### src/rtl/mem_arb_pkg.sv
// mem_arb_pkg: shared definitions for the two-port memory arbiter.
//   - FSM state encoding (ARB_IDLE / ARB_OWN / ARB_DRAIN)
//   - port ids (PORT_I, PORT_D)
//   - ctr_width(): width of the outstanding-read counter
package mem_arb_pkg;

    localparam logic [1:0] ARB_IDLE  = 2'd0;
    localparam logic [1:0] ARB_OWN   = 2'd1;
    localparam logic [1:0] ARB_DRAIN = 2'd2;

    localparam logic PORT_I = 1'b0;
    localparam logic PORT_D = 1'b1;

    // One extra bit so the counter can hold MAX_OUTSTANDING itself.
    function automatic int ctr_width(input int max_out);
        return $clog2(max_out) + 1;
    endfunction

endpackage

### src/rtl/mem_arbiter_if.sv
// mem_arbiter_if: bus bundle between the two caches, the arbiter and memory.
//   pi_* : instruction-cache port (req/ren/wen/addr/wdata in, ready/rdata/valid out)
//   pd_* : data-cache port, same shape
//   mem_*: backing memory (addr/ren/wen/wdata out, ready/rdata/valid in)
//   err  : sticky protocol error
// Modports: slave = arbiter view, master = caches + memory view.
interface mem_arbiter_if;
    logic        pi_req, pi_ren, pi_wen;
    logic [31:0] pi_addr, pi_wdata;
    logic        pi_ready, pi_valid;
    logic [31:0] pi_rdata;

    logic        pd_req, pd_ren, pd_wen;
    logic [31:0] pd_addr, pd_wdata;
    logic        pd_ready, pd_valid;
    logic [31:0] pd_rdata;

    logic [31:0] mem_addr, mem_wdata;
    logic        mem_ren, mem_wen;
    logic        mem_ready, mem_valid;
    logic [31:0] mem_rdata;

    logic        err;

    modport slave (
        input  pi_req, pi_ren, pi_wen, pi_addr, pi_wdata,
        output pi_ready, pi_valid, pi_rdata,
        input  pd_req, pd_ren, pd_wen, pd_addr, pd_wdata,
        output pd_ready, pd_valid, pd_rdata,
        output mem_addr, mem_wdata, mem_ren, mem_wen,
        input  mem_ready, mem_valid, mem_rdata,
        output err
    );

    modport master (
        output pi_req, pi_ren, pi_wen, pi_addr, pi_wdata,
        input  pi_ready, pi_valid, pi_rdata,
        output pd_req, pd_ren, pd_wen, pd_addr, pd_wdata,
        input  pd_ready, pd_valid, pd_rdata,
        input  mem_addr, mem_wdata, mem_ren, mem_wen,
        output mem_ready, mem_valid, mem_rdata,
        input  err
    );
endinterface

### src/rtl/mem_arb_outstanding_ctr.sv
// mem_arb_outstanding_ctr: up/down counter of reads accepted by memory but
// not yet answered.
//   i_clk, i_rst : clock, synchronous active-high reset
//   inc          : read accepted this cycle
//   dec          : response returned this cycle (ignored when empty)
//   count        : current count
//   full / empty : count == MAX_OUTSTANDING / count == 0
//   empty_next   : count will be 0 after this edge
module mem_arb_outstanding_ctr
    import mem_arb_pkg::*;
#(
    parameter  int MAX_OUTSTANDING = 4,
    localparam int CW = ctr_width(MAX_OUTSTANDING)
) (
    input  logic          i_clk,
    input  logic          i_rst,
    input  logic          inc,
    input  logic          dec,
    output logic [CW-1:0] count,
    output logic          full,
    output logic          empty,
    output logic          empty_next
);
    logic [CW-1:0] count_next;
    logic          dec_eff;

    // A response with nothing outstanding is spurious and must not underflow.
    assign dec_eff = dec & ~empty;

    always_comb begin
        count_next = count;
        if (inc && !dec_eff)      count_next = count + CW'(1);
        else if (!inc && dec_eff) count_next = count - CW'(1);
    end

    always_ff @(posedge i_clk) begin
        if (i_rst) count <= '0;
        else       count <= count_next;
    end

    assign full       = (count == CW'(MAX_OUTSTANDING));
    assign empty      = (count == '0);
    assign empty_next = (count_next == '0);

endmodule

### src/rtl/mem_arbiter.sv
// mem_arbiter: shares one word-granular memory port between the I-cache and
// the D-cache. One owner at a time; its beats pass straight to memory and
// in-order read responses are routed back to it. Ownership only moves once
// every outstanding read of the owner has returned.
//   i_clk, i_rst : clock, synchronous active-high reset
//   bus          : mem_arbiter_if.slave (cache ports, memory port, err)
// Build option: ARB_FIXED_PRIO_EN -- ties always go to port D instead of
// round-robin; the round-robin pointer then stays at its reset value.
module mem_arbiter
    import mem_arb_pkg::*;
#(
    parameter int MAX_OUTSTANDING = 4
) (
    input  logic          i_clk,
    input  logic          i_rst,
    mem_arbiter_if.slave  bus
);
    localparam int CW = ctr_width(MAX_OUTSTANDING);

    logic [1:0]    state, state_nx;
    logic          owner, owner_nx;   // current owner port id
    logic          ptr, ptr_nx;       // last owner; the other side wins a tie
    logic          err, err_set;
    logic          rel;

    logic          own_req, own_ren, own_wen, other_req;
    logic [31:0]   own_addr, own_wdata;
    logic          own_rdy, rd_acc, wr_acc, route;

    logic [CW-1:0] count;
    logic          full, empty, empty_next;

    assign own_req   = (owner == PORT_D) ? bus.pd_req   : bus.pi_req;
    assign own_ren   = (owner == PORT_D) ? bus.pd_ren   : bus.pi_ren;
    assign own_wen   = (owner == PORT_D) ? bus.pd_wen   : bus.pi_wen;
    assign own_addr  = (owner == PORT_D) ? bus.pd_addr  : bus.pi_addr;
    assign own_wdata = (owner == PORT_D) ? bus.pd_wdata : bus.pi_wdata;
    assign other_req = (owner == PORT_D) ? bus.pi_req   : bus.pd_req;

    // Ready depends only on state, counter and memory ready; a full counter
    // withholds ready, which is what saturates the count.
    assign own_rdy = (state == ARB_OWN) & bus.mem_ready & ~full & ~i_rst;
    assign rd_acc  = own_rdy & own_ren;
    assign wr_acc  = own_rdy & own_wen & ~own_ren;   // read wins a collision

    assign err_set = (own_rdy & own_ren & own_wen) | (bus.mem_valid & empty);

    mem_arb_outstanding_ctr #(.MAX_OUTSTANDING(MAX_OUTSTANDING)) u_ctr (
        .i_clk      (i_clk),
        .i_rst      (i_rst),
        .inc        (rd_acc),
        .dec        (bus.mem_valid),
        .count      (count),
        .full       (full),
        .empty      (empty),
        .empty_next (empty_next)
    );

    // State register
    always_ff @(posedge i_clk) begin
        if (i_rst) begin
            state <= ARB_IDLE;
            owner <= PORT_I;
            ptr   <= PORT_D;      // "last owner was D" so I wins the first tie
            err   <= 1'b0;
        end else begin
            state <= state_nx;
            owner <= owner_nx;
            ptr   <= ptr_nx;
            err   <= err | err_set;
        end
    end

    // Next state. Release is judged on the post-edge count so a port that
    // drains on its last response hands over on the very next cycle.
    always_comb begin
        state_nx = state;
        owner_nx = owner;
        ptr_nx   = ptr;
        rel      = 1'b0;
        case (state)
            ARB_IDLE: begin
                if (bus.pi_req || bus.pd_req) begin
                    state_nx = ARB_OWN;
`ifdef ARB_FIXED_PRIO_EN
                    owner_nx = bus.pd_req ? PORT_D : PORT_I;
`else
                    owner_nx = (bus.pi_req && bus.pd_req) ? ~ptr
                             : (bus.pd_req ? PORT_D : PORT_I);
`endif
                end
            end
            ARB_OWN: begin
                if (!own_req) begin
                    if (empty_next) rel      = 1'b1;
                    else            state_nx = ARB_DRAIN;
                end
            end
            ARB_DRAIN: begin
                if (empty_next) rel = 1'b1;
            end
            default: state_nx = ARB_IDLE;
        endcase

        if (rel) begin
`ifndef ARB_FIXED_PRIO_EN
            ptr_nx = owner;
`endif
            if (other_req) begin
                state_nx = ARB_OWN;
                owner_nx = ~owner;
`ifdef ARB_FIXED_PRIO_EN
                // A D owner that re-raised req during drain keeps the tie.
                if (owner == PORT_D && own_req) owner_nx = PORT_D;
`endif
            end else begin
                state_nx = ARB_IDLE;
            end
        end
    end

    // Outputs
    always_comb begin
        route         = (state != ARB_IDLE) & ~i_rst;
        bus.pi_ready  = own_rdy & (owner == PORT_I);
        bus.pd_ready  = own_rdy & (owner == PORT_D);
        bus.mem_ren   = rd_acc;
        bus.mem_wen   = wr_acc;
        bus.mem_addr  = (state == ARB_OWN && !i_rst) ? own_addr  : '0;
        bus.mem_wdata = (state == ARB_OWN && !i_rst) ? own_wdata : '0;
        // Responses with nothing outstanding are dropped.
        bus.pi_valid  = route & bus.mem_valid & ~empty & (owner == PORT_I);
        bus.pd_valid  = route & bus.mem_valid & ~empty & (owner == PORT_D);
        bus.pi_rdata  = (route && owner == PORT_I) ? bus.mem_rdata : '0;
        bus.pd_rdata  = (route && owner == PORT_D) ? bus.mem_rdata : '0;
        bus.err       = err;
    end

endmodule
### src/flat_wrapper.sv
// flat-port wrapper written by rule: the top's interface ports become plain ports
module mem_arbiter_flat import mem_arb_pkg::*;
#(
    parameter int MAX_OUTSTANDING = 4
)
  (i_clk, i_rst, bus_pi_req, bus_pi_ren, bus_pi_wen, bus_pi_addr, bus_pi_wdata, bus_pi_ready, bus_pi_valid, bus_pi_rdata, bus_pd_req, bus_pd_ren, bus_pd_wen, bus_pd_addr, bus_pd_wdata, bus_pd_ready, bus_pd_valid, bus_pd_rdata, bus_mem_addr, bus_mem_wdata, bus_mem_ren, bus_mem_wen, bus_mem_ready, bus_mem_valid, bus_mem_rdata, bus_err);
  mem_arbiter_if bus_i ();
  input  logic i_clk;
  input  logic i_rst;
  input wire logic [$bits(bus_i.pi_req)-1:0] bus_pi_req;
  input wire logic [$bits(bus_i.pi_ren)-1:0] bus_pi_ren;
  input wire logic [$bits(bus_i.pi_wen)-1:0] bus_pi_wen;
  input wire logic [$bits(bus_i.pi_addr)-1:0] bus_pi_addr;
  input wire logic [$bits(bus_i.pi_wdata)-1:0] bus_pi_wdata;
  output wire logic [$bits(bus_i.pi_ready)-1:0] bus_pi_ready;
  output wire logic [$bits(bus_i.pi_valid)-1:0] bus_pi_valid;
  output wire logic [$bits(bus_i.pi_rdata)-1:0] bus_pi_rdata;
  input wire logic [$bits(bus_i.pd_req)-1:0] bus_pd_req;
  input wire logic [$bits(bus_i.pd_ren)-1:0] bus_pd_ren;
  input wire logic [$bits(bus_i.pd_wen)-1:0] bus_pd_wen;
  input wire logic [$bits(bus_i.pd_addr)-1:0] bus_pd_addr;
  input wire logic [$bits(bus_i.pd_wdata)-1:0] bus_pd_wdata;
  output wire logic [$bits(bus_i.pd_ready)-1:0] bus_pd_ready;
  output wire logic [$bits(bus_i.pd_valid)-1:0] bus_pd_valid;
  output wire logic [$bits(bus_i.pd_rdata)-1:0] bus_pd_rdata;
  output wire logic [$bits(bus_i.mem_addr)-1:0] bus_mem_addr;
  output wire logic [$bits(bus_i.mem_wdata)-1:0] bus_mem_wdata;
  output wire logic [$bits(bus_i.mem_ren)-1:0] bus_mem_ren;
  output wire logic [$bits(bus_i.mem_wen)-1:0] bus_mem_wen;
  input wire logic [$bits(bus_i.mem_ready)-1:0] bus_mem_ready;
  input wire logic [$bits(bus_i.mem_valid)-1:0] bus_mem_valid;
  input wire logic [$bits(bus_i.mem_rdata)-1:0] bus_mem_rdata;
  output wire logic [$bits(bus_i.err)-1:0] bus_err;
  assign bus_i.pi_req = bus_pi_req;
  assign bus_i.pi_ren = bus_pi_ren;
  assign bus_i.pi_wen = bus_pi_wen;
  assign bus_i.pi_addr = bus_pi_addr;
  assign bus_i.pi_wdata = bus_pi_wdata;
  assign bus_pi_ready = bus_i.pi_ready;
  assign bus_pi_valid = bus_i.pi_valid;
  assign bus_pi_rdata = bus_i.pi_rdata;
  assign bus_i.pd_req = bus_pd_req;
  assign bus_i.pd_ren = bus_pd_ren;
  assign bus_i.pd_wen = bus_pd_wen;
  assign bus_i.pd_addr = bus_pd_addr;
  assign bus_i.pd_wdata = bus_pd_wdata;
  assign bus_pd_ready = bus_i.pd_ready;
  assign bus_pd_valid = bus_i.pd_valid;
  assign bus_pd_rdata = bus_i.pd_rdata;
  assign bus_mem_addr = bus_i.mem_addr;
  assign bus_mem_wdata = bus_i.mem_wdata;
  assign bus_mem_ren = bus_i.mem_ren;
  assign bus_mem_wen = bus_i.mem_wen;
  assign bus_i.mem_ready = bus_mem_ready;
  assign bus_i.mem_valid = bus_mem_valid;
  assign bus_i.mem_rdata = bus_mem_rdata;
  assign bus_err = bus_i.err;
  mem_arbiter #(.MAX_OUTSTANDING(MAX_OUTSTANDING)) u_core (.i_clk(i_clk), .i_rst(i_rst), .bus(bus_i));
endmodule
### config.mk
export PLATFORM = sky130hd
export DESIGN_NAME = mem_arbiter_flat
export DESIGN_NICKNAME = d
export VERILOG_FILES = /design/src/rtl/mem_arb_pkg.sv /design/src/rtl/mem_arbiter_if.sv /design/src/rtl/mem_arb_outstanding_ctr.sv /design/src/rtl/mem_arbiter.sv /design/src/flat_wrapper.sv
export SDC_FILE = /design/constraint.sdc
export NUM_CORES = 1
export LEC_CHECK = 0
export CAP_MARGIN = 20
export CORE_AREA = 8 8 111 113
export CTS_CLUSTER_SIZE = 8
export DETAILED_ROUTE_END_ITERATION = 8
export DIE_AREA = 0 0 119 121
export PLACE_DENSITY_LB_ADDON = 0.12
export SLEW_MARGIN = 20
export SYNTH_ARGS = -nofsm -noshare
export SYNTH_HDL_FRONTEND = slang
export SYNTH_HIERARCHICAL = 1
export SYNTH_SLANG_ARGS = --single-unit
### constraint.sdc
create_clock -name i_clk -period 3.5 [get_ports i_clk]
set_clock_uncertainty 0.15 [all_clocks]
set_input_delay 0.7 -clock i_clk [delete_from_list [all_inputs] [get_ports i_clk]]
set_output_delay 0.7 -clock i_clk [all_outputs]
set_load 0.01 [all_outputs]
======== Yosys cells after proc, flatten, opt, wreduce, memory -nomap -nowiden ========
Cells that the tools add are included.
cells by class
  add/sub/neg operators ................... 2
  eq/ne operators ......................... 7
  mux-type cells .......................... 27
  bitwise operators ....................... 24
  reduce and logical (&&, ||, !) cells .... 15
operators with widths
  kind                   count
  $mux W32               6
  $and A1 B1 Y1          16
  $mux W1                13
  $mux W2                4
  $logic_and A1 B1 Y1    6
  $logic_not A3 Y1       2
  $mux W3                2
  $ne A3 B2 Y1 const B   2
  $not A1 Y1             6
  $pmux W2 S3            1
  $reduce_and A4 Y1      1
  $add A3 B1 Y3 const B  1
  $eq A3 B3 Y1 const B   1
  $logic_not A1 Y1       3
  $ne A3 B1 Y1 const B   1
  $sub A3 B1 Y3 const B  1
  $eq A2 B1 Y1 const B   1
  $eq A2 B2 Y1 const B   1
  $logic_not A2 Y1       1
  $ne A2 B1 Y1 const B   1
  $or A1 B1 Y1           2
  $pmux W1 S2            1
  $reduce_bool A2 Y1     1
  $logic_or A1 B1 Y1     1
storage, ports and cells
  register bits ........................... 8
  output and inout bits ................... 135
  logic and storage cells ................. 80

======== Logic depth before layout (Yosys ltp) ========
Gate-level depths: netlist of the first run.
  depth in word-level cells ............... 15
  depth in mapped cells ................... 14
  mapped depth without buffers ............ 13

======== By module ========
Netlist of the first run, hierarchy kept.
by module, submodules not included
  module                   times used  cells each  area an instance (um^2)  sequential area each (um^2)
  mem_arbiter              1           269         1838.0                   100.1
  mem_arb_outstanding_ctr  1           37          326.6                    60.1

======== Worst setup path before layout of the first run ========
No wires, ideal clock.
  kind .................................... reg2reg
  from .................................... register u_core.u_ctr.count[0]
  to ...................................... register u_core.state[0]
  setup time .............................. 0.086 ns
  arrival ................................. 2.930 ns
  setup slack ............................. 0.334 ns
  stages on the path, launching flop included .. 15
  buffers on the path ..................... 1
  cell sequence ........................... dfxtp_1 > inv_1 > ha_1 > and2_2 > nand4bb_1 > nor2b_1 > buf_2 > nand3_1 > a21oi_2 > nor3_1 > a311oi_1 > a21o_1 > a211oi_1 > nand2b_1 > a221oi_2
on the way
  cells in the longest elaborated chain, start to end .. 15
  elaborated cells between the ends (all ways) .. 26
  classes of those cells .................. add/sub (2); eq/ne (5); mux (6); bitwise (6); reduce/logical (7)
ends and longest elaborated chain
  what                                                   line                                   text
  start: declaration                                     mem_arb_outstanding_ctr.sv:19          output logic [CW-1:0] count,
  start signal: assignment                               mem_arb_outstanding_ctr.sv:38          else count <= count_next;
  $eq A3 B3 Y1 (*)                                       mem_arb_outstanding_ctr.sv:41          assign full = (count == CW'(MAX_OUTSTANDING));
  net u_core.full                                        mem_arbiter.sv:31                      logic full, empty, empty_next;
  $not A1 Y1 (*)                                         mem_arbiter.sv:42                      assign own_rdy = (state == ARB_OWN) & bus.mem_ready & ~full & ~i_rst;
  $and A1 B1 Y1 (*) (2 in series)                        mem_arbiter.sv:42
  $and A1 B1 Y1 (*)                                      mem_arbiter.sv:43                      assign rd_acc = own_rdy & own_ren;
  net bus_mem_ren                                        flat_wrapper.sv:28                     output wire logic [$bits(bus_i.mem_ren)-1:0] bus_mem_ren;
  $logic_not A1 Y1                                       mem_arb_outstanding_ctr.sv:33          else if (!inc && dec_eff) count_next = count - CW'(1);
  $logic_and A1 B1 Y1                                    mem_arb_outstanding_ctr.sv:33
  $mux W3                                                mem_arb_outstanding_ctr.sv:33
  $mux W3 (*)                                            mem_arb_outstanding_ctr.sv:32          if (inc && !dec_eff) count_next = count + CW'(1);
  $logic_not A3 Y1 (*)                                   mem_arb_outstanding_ctr.sv:43          assign empty_next = (count_next == '0);
  net u_core.empty_next                                  mem_arbiter.sv:31
  $mux W1                                                mem_arbiter.sv:95, mem_arbiter.sv:100
  $mux W1                                                mem_arbiter.sv:94                      if (!own_req) begin
  $pmux W1 S2                                            mem_arbiter.sv:81                      case (state)
  $ne A3 B2 Y1 (no source line) (tied with other cells)  -
  $reduce_and A4 Y1 (no source line)                     -
  end signal: assignment                                 mem_arbiter.sv:67                      state <= state_nx;
  end: declaration                                       mem_arbiter.sv:20                      logic [1:0] state, state_nx;
The timed path passes the listed nets; every way through them passes the cells marked *.
A chain may end at the register's enable or synchronous reset.

======== Worst setup path in the final report of the first run ========
  from .................................... register u_core.u_ctr.count[0]
  to ...................................... output bus_mem_ren
on the way
  cells in the longest elaborated chain, start to end .. 5
ends and longest elaborated chain
  what                         line
  $eq A3 B3 Y1                 mem_arb_outstanding_ctr.sv:41
  net u_core.full              mem_arbiter.sv:31
  $not A1 Y1                   mem_arbiter.sv:42
  $and A1 B1 Y1 (2 in series)  mem_arbiter.sv:42
  $and A1 B1 Y1                mem_arbiter.sv:43
  end: declaration             flat_wrapper.sv:28
The timed path passes the listed nets, and every way through them passes these cells.

==> results.txt, run 1 <==
First-pass GRT wire length -> 21.2 mm
Routed WL -> 14.8 mm
Fillers -> 1041
1st-iter DRT viols -> 161
CTS Root Cell -> clkbuf_8
Pre-CTS setup slack -> -0.0783 ns
Initial Util -> 20.4%
Cell area after synthesis -> 0.00216 mm2
Syn_area_per_cell -> 7.07 um2
RSZ-0062 raised after global routing -> false
Cells after Synth -> 306
Clock sinks -> 8
CP startpoint kind -> flop
Final min period -> 3.36 ns
Later-pin clock latency in the skew report -> 0.24 ns
Crit path kind -> reg2out
Simple-Gate Fraction of Synth Area -> 40.3%
Max Freq -> 298 MHz
Gr usage total -> 19.0%
Via count -> 3282
Final setup viols -> 0
Post-Syn Nets -> 483
Mux share of post-synthesis cell area -> 32.2%
Worst-path clk slew -> 0.04 ns
Clk pwr share -> 6.1%
Layout Nets -> 778
Leading cell type in the layout, fill and taps excluded -> clkdlybuf4s50_1
Port bufs -> 304
Yosys warns -> 6
Number of global-route vias before repair -> 3336
Final Slew Violations -> 0
Register area share after synthesis -> 7.40%
Status -> complete, no violations
Final instance area -> 0.00545 mm2
Main combinational cell family by area after synthesis -> simple AND/OR/NAND/NOR gates
Type of the tightest min-delay check -> reg2reg
Sequential power share -> 8.0%
Critical path capture point type -> primary output
LEAKAGE -> 1.98 nW
CTS HTree Levels -> 1
Sequential cell area -> 164 um2
Yosys cell types -> 44
Worst IR Drop VDD -> 0.232 mV
Total grt overflow -> 0
Post-CTS Hold Buffers -> 0
Vias/cell -> 4.44
Worst slew pin tran -> 0.665 ns
Detailed-route DRC error count -> 0
CTS buffer count -> 3
Synth Area in Adders -> 4.05%
Die area -> 0.0144 mm2
Worst Slack Setup Final -> 0.143 ns
Gpl congestion -> 0.845
Power Internal -> 1.13 mW
Wire per inst -> 20.0 um
Antenna violations before repair -> 0
#FFs+latches synth -> 8
Switching Share -> 43.2%
Synth Area in Compound Gates -> 8.15%
HPWL after DPL -> 12.9 mm
Layout cells sized above 1 -> 4.67%
First-pass detailed-route iteration total -> 5
Pwr/cell area -> 366 mW/mm2
# IOs -> 305
Psw -> 0.862 mW
Combinational share of power -> 85.8%
Final hold violations -> 0
Setup bufs post-CTS -> 0
Row cnt -> 38
Core Footprint -> 0.0106 mm2
Crit path DAT -> 2.51 ns
Die width -> 119 um
Die height -> 121 um
Worst Path Max Fanout -> 7
Multi-input gate area -> 0.00187 mm2
Maximum buffer depth of the clock tree -> 2
Post-DRT Antenna Nets -> 0
Max transition margin -> 55.6%
Antenna Diode Count -> 0
Area growth syn-to-layout -> 152%
Area post-placement -> 0.00540 mm2
Largest net degree at the start of global routing -> 65
Worst EP required -> 2.65 ns
Most frequent cells in the layout -> clkdlybuf4s50_1, nor2_1, mux2i_1
MaxCap Viol Count -> 0
Tcrit/Tclk final -> 95.9%
Post-Synth XOR/XNOR Area -> 0.809%
CTS tree -> yes
-- worst max-delay path, cell delays in order, from the launching register on --
cell and delay [ns]:
dfxtp_1 0.42, inv_1 0.11, ha_1 0.27, and2_2 0.18, nand4bb_1 0.21, nor2b_1 0.20
buf_4 0.16, buf_4 0.15, clkdlybuf4s50_1 0.56
-- power by group through the flow --
| stage | clock [mW] | sequential (mW) | combinational [mW] |
|---|---|---|---|
| 2_1_floorplan | 0 | 0.151 | 0.871 |
| 6_report | 0.123 | 0.160 | 1.71 |
| 3_3_place_gp | 0 | 0.159 | 1.70 |
| 3_5_place_dp | 0 | 0.162 | 1.71 |
| 5_1_grt | 0.135 | 0.168 | 1.85 |
| 4_1_cts | 0.127 | 0.160 | 1.72 |
-- through the flow --
stage	TNS [ns]	utilization, %	instances	hold slack, ns	power, mW
floorplan	0	-	306	0.323	1.02
global placement	0	50.9	736	0.344	1.85
detailed placement	-0.147	50.9	736	0.332	1.87
CTS	0	51.3	740	0.348	2.01
global route	0	51.4	740	0.395	2.15
finish	0	51.4	740	0.337	1.99
-- cell usage after synthesis, drive strengths merged --
library cell / instances / area [um2]
a211oi: 2 / 15.0
clkbuf: 14 / 52.6
a32oi: 1 / 8.76
nor3: 5 / 25.0
a21oi: 2 / 13.8
xnor2: 2 / 17.5
or3: 1 / 6.26
nand3b: 2 / 15.0
o21ai: 2 / 10.0
o311ai: 1 / 8.76
mux2i: 67 / 671
or2: 1 / 6.26
nor3b: 2 / 15.0
o32a: 1 / 10.0
nand2: 5 / 26.3
mux2: 2 / 26.3
o211a: 1 / 10.0
ha: 7 / 87.6
and2: 65 / 408
buf: 11 / 67.6
nor2: 70 / 263
a41oi: 1 / 16.3
a221oi: 2 / 23.8
nand3: 3 / 15.0
nor2b: 2 / 12.5
a21o: 1 / 7.51
o21a: 1 / 7.51
o31a: 1 / 8.76
dfxtp: 8 / 160
nand4bb: 1 / 11.3
nand2b: 3 / 26.3
and3b: 2 / 17.5
inv: 9 / 33.8
nand4: 3 / 18.8
nor4: 1 / 6.26
a311oi: 3 / 26.3
o21ba: 1 / 10.0
-- what timing repair did --
action,4_1_cts,5_1_grt
endpoints found under the setup margin,0,4
endpoints found under the hold margin,0,0
gates resized for setup,0,1
-- flip-flops by register name, summed over array words and instances, names as in the netlist --
name                count
u_core/ptr              1
u_core/u_ctr/count      3
u_core/bus.err          1
u_core/owner            1
u_core/state            2
-- logic make-up (layout without fill, tap and decap cells) --
| logic type | Yosys count | count (layout) |
|---|---|---|
| compound gates | 20 | 20 |
| flops | 8 | 8 |
| mux | 69 | 69 |
| fa+ha+maj | 7 | 7 |
| simple gates | 166 | 166 |
| buf+inv | 34 | 328 |
| xor+xnor | 2 | 2 |
-- metal layers --
layer	wire [um]	track usage, %	share of wire, %	vias up
li1	-	-	-	1617
met1	4930	17.3	33	1464
met2	7790	37.0	53	187
met3	1780	9.87	12	14
met4	272	3.56	1.8	0
met5	0	0	0	-
-- layout make-up --
cell class | instances | share of cell area, %
multi-input combinational | 264 | 34.3
clock buffer | 4 | 0.826
inverter | 9 | 0.620
sequential | 8 | 3.01
tap | 140 | 3.21
timing repair buffer | 315 | 58.0
-- final timing paths --
| path | from | endpoint | slack (ns) | cells after the start |
|---|---|---|---|---|
| worst max-delay path | u_core/u_ctr/count[0]$_SDFF_PP0_ | bus_mem_ren | 0.14 | 8 |
| worst min-delay path | u_core/bus.err$_SDFF_PP0_ | u_core/bus.err$_SDFF_PP0_ | 0.34 | 2 |
| worst max register to register | u_core/u_ctr/count[0]$_SDFF_PP0_ | u_core/owner$_SDFF_PP0_ | 0.25 | 12 |
| worst min register to register | u_core/bus.err$_SDFF_PP0_ | u_core/bus.err$_SDFF_PP0_ | 0.34 | 2 |
(Power assumes the default switching activity.)
==> run 2: changes to the inputs <==
--- a/config.mk
+++ b/config.mk
@@ -6,10 +6,10 @@
 export NUM_CORES = 1
 export LEC_CHECK = 0
 export CAP_MARGIN = 20
-export CORE_AREA = 8 8 111 113
+export CORE_AREA = 8 8 112 114
 export CTS_CLUSTER_SIZE = 8
 export DETAILED_ROUTE_END_ITERATION = 8
-export DIE_AREA = 0 0 119 121
+export DIE_AREA = 0 0 120 122
 export PLACE_DENSITY_LB_ADDON = 0.12
 export SLEW_MARGIN = 20
 export SYNTH_ARGS = -nofsm -noshare
==> constraint.sdc (replaced) <==
create_clock -name i_clk -period 3.05 [get_ports i_clk]
set_clock_uncertainty 0.15 [all_clocks]
set_input_delay 0.61 -clock i_clk [delete_from_list [all_inputs] [get_ports i_clk]]
set_output_delay 0.61 -clock i_clk [all_outputs]
set_load 0.01 [all_outputs]
==> results.txt, run 2 (synthesized netlist as in run 1, its figures left out) <==
Switching Share -> 43.4%
CTS Root Cell -> clkbuf_8
Worst IR Drop VDD -> 0.443 mV
Most frequent cells in the layout -> clkdlybuf4s50_1, dlymetal6s2s_1, nor2_1
RSZ-0062 raised after global routing -> true
Detailed-route DRC error count -> 0
Hold endpoint -> u_core/bus.err$_SDFF_PP0_
Number of global-route vias before repair -> 3071
Leading cell type in the layout, fill and taps excluded -> clkdlybuf4s50_1
Power Internal -> 1.34 mW
CP startpoint kind -> primary input
First-pass GRT wire length -> 20.5 mm
Layout cells sized above 1 -> 7.34%
CP cell instances -> clkdlybuf4s50_1 -> buf_4 -> nor3_4 -> buf_12 -> clkbuf_16 -> and2_1 -> dlygate4sd2_1
Tcrit/Tclk final -> 97.2%
Vias/cell -> 4.31
Kind of cell adding the most delay to the critical path -> buffers and inverters
Critical path capture point type -> primary output
Die width -> 120 um
Final min period -> 2.96 ns
CP max stage cell -> clkdlybuf4s50_1
Psw -> 1.03 mW
CTS buffer count -> 3
Clk pwr share -> 5.6%
Via count -> 3249
Max reg flops -> 3
Total grt overflow -> 0
Routed WL -> 15.3 mm
Antenna violations before repair -> 0
Biggest regs -> u_core/u_ctr/count x3, u_core/state x2
Antenna Diode Count -> 0
Gpl congestion -> 0.851
Hold path depth -> 2
Post-CTS Hold Buffers -> 0
# IOs -> 305
Die area -> 0.0146 mm2
Core Footprint -> 0.0107 mm2
Pre-CTS setup slack -> -0.202 ns
R2R Path End -> u_core/state[0]$_SDFFE_PP0P_
R2R Setup Slk -> 0.21 ns
Sequential power share -> 7.6%
Later-pin clock latency in the skew report -> 0.23 ns
R2R depth -> 12
Worst Path Max Fanout -> 16
LEAKAGE -> 3.83 nW
Most flops, register -> u_core/u_ctr/count
Initial Util -> 20.2%
Worst Slack Setup Final -> 0.0866 ns
Post-DRT Antenna Nets -> 0
Largest net degree at the start of global routing -> 71
Final setup viols -> 0
Gr usage total -> 18.1%
Layout Nets -> 791
Combinational share of power -> 86.7%
Worst-path clk slew -> 0.04 ns
Clock sinks -> 8
HPWL after DPL -> 12.9 mm
Worst Hold Launch -> u_core/bus.err$_SDFF_PP0_
Max transition margin -> 65.3%
Worst EP required -> 2.29 ns
Crit path depth -> 7
Worst slew pin tran -> 0.521 ns
Crit path kind -> in2out
Crit path DAT -> 2.20 ns
Status -> complete, no violations
First-pass detailed-route iteration total -> 4
Final Slew Violations -> 0
Crit-path max cell delay -> 0.45 ns
Final hold violations -> 0
Die height -> 122 um
CTS HTree Levels -> 1
Wire per inst -> 20.3 um
Finished Core Util -> 54.5%
Port bufs -> 304
1st-iter DRT viols -> 126
Area growth syn-to-layout -> 169%
Maximum buffer depth of the clock tree -> 2
MaxCap Viol Count -> 0
Total power -> 2.37 mW
Worst r2r src -> u_core/u_ctr/count[0]$_SDFF_PP0_
Worst Path Buf+Inv -> 5
Max Freq -> 337 MHz
Pwr/cell area -> 407 mW/mm2
Type of the tightest min-delay check -> reg2reg
Row cnt -> 38
CTS tree -> yes
[run 2: timing repair]
item	in CTS	in global routing
setup endpoints to repair	104	90
gates cloned	0	2
pin swaps	0	3
buffers inserted	0	2
gates resized for setup	45	92
[run 2: worst register-to-register path, cell delays in order (launching register included)]
cell and delay [ns]:
dfxtp_1 0.32, inv_1 0.07, ha_1 0.22, and2_2 0.17, nand4bb_4 0.23, nor2b_4 0.17, nor2b_1 0.09, a311oi_2 0.23
nor3_1 0.10, a311oi_2 0.36, nand2_1 0.17, o32a_1 0.20, a221oi_2 0.27
[run 2: worst max path at each step]
| stage | from | endpoint |
|---|---|---|
| after floorplan | u_core/u_ctr/count[0]$_SDFF_PP0_ | u_core/state[0]$_SDFFE_PP0P_ |
| after global placement | i_rst | u_core/state[0]$_SDFFE_PP0P_ |
| after detailed placement | i_rst | u_core/state[0]$_SDFFE_PP0P_ |
| after CTS | i_rst | bus_pd_valid |
| after global routing | i_rst | u_core/state[0]$_SDFFE_PP0P_ |
| final | i_rst | bus_pi_rdata[31] |
[run 2: through the flow]
stage / setup TNS, ns / instances / hold WS (ns) / instance area (um2)
CTS: -3.37 / 749 / 0.344 / 5510
global placement: -3.26 / 745 / 0.331 / 5520
detailed placement: -4.98 / 745 / 0.330 / 5520
global route: -0.0505 / 753 / 0.381 / 5830
floorplan: 0 / 306 / 0.323 / 2190
finish: 0 / 753 / 0.345 / 5830
[run 2: layer usage]
metal	vias up	routed length, um	GRT usage (%)
met5	-	0	0
met1	1464	5820	19.1
met3	16	952	4.81
met4	0	235	3.67
li1	1652	-	-
met2	117	8300	35.1
[run 2: cell type report]
cell class | instances | area [um2]
sequential | 8 | 164
fill | 1007 | 4870
clock buffer | 4 | 45.0
timing repair buffer | 328 | 3490
tap | 140 | 175
multi-input combinational | 264 | 1920
inverter | 9 | 33.8
[run 2: power groups by stage]
stage / Combinational [mW] / Sequential, mW / Clock [mW]
final: 2.06 / 0.181 / 0.134
after global routing: 2.21 / 0.185 / 0.144
after CTS: 2.01 / 0.178 / 0.137
after detailed placement: 2.07 / 0.180 / 0
after global placement: 2.04 / 0.179 / 0
after floorplan: 1.02 / 0.174 / 0
==> run 3: changes to the inputs <==
--- a/config.mk
+++ b/config.mk
@@ -5,11 +5,11 @@
 export SDC_FILE = /design/constraint.sdc
 export NUM_CORES = 1
 export LEC_CHECK = 0
-export CAP_MARGIN = 20
-export CORE_AREA = 8 8 112 114
+export CORE_AREA = 8 8 113 115
 export CTS_CLUSTER_SIZE = 8
 export DETAILED_ROUTE_END_ITERATION = 8
-export DIE_AREA = 0 0 120 122
+export DIE_AREA = 0 0 121 123
+export DONT_BUFFER_PORTS = 1
 export PLACE_DENSITY_LB_ADDON = 0.12
 export SLEW_MARGIN = 20
 export SYNTH_ARGS = -nofsm -noshare
==> results.txt, run 3 (synthesized netlist as in run 1, its figures left out) <==
Finished Core Util -> 22.5%
MaxCap Viol Count -> 0
Tcrit/Tclk final -> 94.8%
Final Slew Violations -> 0
CTS Root Cell -> clkbuf_16
Worst-path clk slew -> 0.04 ns
CP max stage cell -> buf_4
Gr usage total -> 11.4%
Worst slew pin tran -> 0.703 ns
Final setup viols -> 0
Worst IR Drop VDD -> 0.326 mV
Area post-placement -> 0.00237 mm2
Port bufs -> 0
Post-DRT Antenna Nets -> 0
Core Footprint -> 0.0111 mm2
Max transition margin -> 53.1%
CP cell instances -> buf_4 -> buf_4 -> mux2i_1 -> nor2_1
Antenna Diode Count -> 0
Routed WL -> 10.2 mm
Worst EP required -> 2.29 ns
Antenna violations before repair -> 0
Crit-path max cell delay -> 0.66 ns
Layout cells sized above 1 -> 12.3%
HPWL after DPL -> 8.82 mm
Layout Nets -> 478
Biggest regs -> u_core/u_ctr/count x3, u_core/state x2
Die width -> 121 um
CTS HTree Levels -> 1
Detailed-route DRC error count -> 0
# IOs -> 305
Crit path DAT -> 2.13 ns
Post-CTS Hold Buffers -> 0
Leading cell type in the layout, fill and taps excluded -> nor2_1
Die height -> 123 um
Max Freq -> 346 MHz
Most frequent cells in the layout -> nor2_1, mux2i_1, and2_1
Type of the tightest min-delay check -> in2reg
CTS buffer count -> 3
Area growth syn-to-layout -> 15.1%
Most flops, register -> u_core/u_ctr/count
CTS tree -> yes
Final instance area -> 0.00249 mm2
CP dominant cell by count -> buf_4
Number of global-route vias before repair -> 2067
Pwr/cell area -> 681 mW/mm2
Initial Util -> 19.5%
Max reg flops -> 3
LEAKAGE -> 0.899 nW
Row cnt -> 39
Crit path kind -> reg2out
Gpl congestion -> 0.796
Largest net degree at the start of global routing -> 45
Final min period -> 2.89 ns
1st-iter DRT viols -> 107
Wire per inst -> 23.1 um
Die area -> 0.0149 mm2
Later-pin clock latency in the skew report -> 0.23 ns
First-pass GRT wire length -> 13.9 mm
TNS Setup -> 0 ns
R2R Setup Slk -> 0.17 ns
Via count -> 2206
Final hold violations -> 0
Total grt overflow -> 0
CP startpoint kind -> flop
Maximum buffer depth of the clock tree -> 2
Critical path capture point type -> primary output
Status -> complete, no violations
Vias/cell -> 4.98
First-pass detailed-route iteration total -> 4
Clock sinks -> 8
Worst Path Max Fanout -> 44
==> run 3: changes by cell type in the layout (fill, tap and decap cells not counted), moves of 2 or more <==
cell	change
clkdlybuf4s50_1	-173
dlymetal6s2s_1	-86
nor3_2	+2
nor3_4	-2
dlygate4sd2_1	-45
clkbuf_8	-3
buf_4	-3
buf_12	-5
==> run 3: power breakdown <==
| part | leakage, nW | switching (mW) | total [mW] | internal (mW) |
|---|---|---|---|---|
| clock network | 0.0382 | 0.0557 | 0.230 | 0.175 |
| registers | 0.0665 | 0.0351 | 0.178 | 0.143 |
| logic | 0.794 | 0.778 | 1.29 | 0.512 |
| total | 0.899 | 0.868 | 1.70 | 0.830 |
==> run 3: cell type report <==
type                       instances  area [um2]
multi-input combinational        264        1910
fill                            1229        8580
timing repair buffer              15         129
sequential                         8         164
inverter                           9        33.8
tap                              143         179
clock buffer                       4        78.8
==> run 3: routing by layer <==
metal	vias up	routed length [um]	share of wire, %	global-route usage [%]
met5	-	0	0	0
met4	0	52	0.51	1.17
met3	6	927	9.0	3.24
met2	117	5610	55	21.3
met1	1063	3660	36	13.0
li1	1020	-	-	-
==> run 3: final timing paths <==
path | endpoint | cells past startpoint | from
worst max-delay path | bus_mem_addr[25] | 4 | u_core/owner$_SDFF_PP0_
worst min-delay path | u_core/owner$_SDFF_PP0_ | 1 | i_rst
worst min register to register | u_core/state[0]$_SDFFE_PP0P_ | 2 | u_core/state[0]$_SDFFE_PP0P_
worst max register to register | u_core/owner$_SDFF_PP0_ | 12 | u_core/u_ctr/count[0]$_SDFF_PP0_
==> run 3: repair_timing <==
action,CTS,global route
buffers inserted,0,3
gates resized for setup,0,5
endpoints found under the setup margin,0,1
==> run 3: metrics by stage <==
step                total power [mW]  std cells  worst slack [ns]  hold WS [ns]
CTS                             1.70        440             0.116         0.285
global placement                1.47        436             0.186         0.369
finish                          1.70        443             0.158         0.288
detailed placement              1.46        436             0.140         0.378
global route                    1.83        443           -0.0158         0.280
floorplan                       1.19        306            0.0435         0.323
==> run 3: critical path: cells and delay by family, from the launching register on <==
family	cells	cell delay (ns)
DFF	1	0.35
muxes	1	0.15
and+or+nand+nor	1	0.30
buffers and inverters	2	1.06
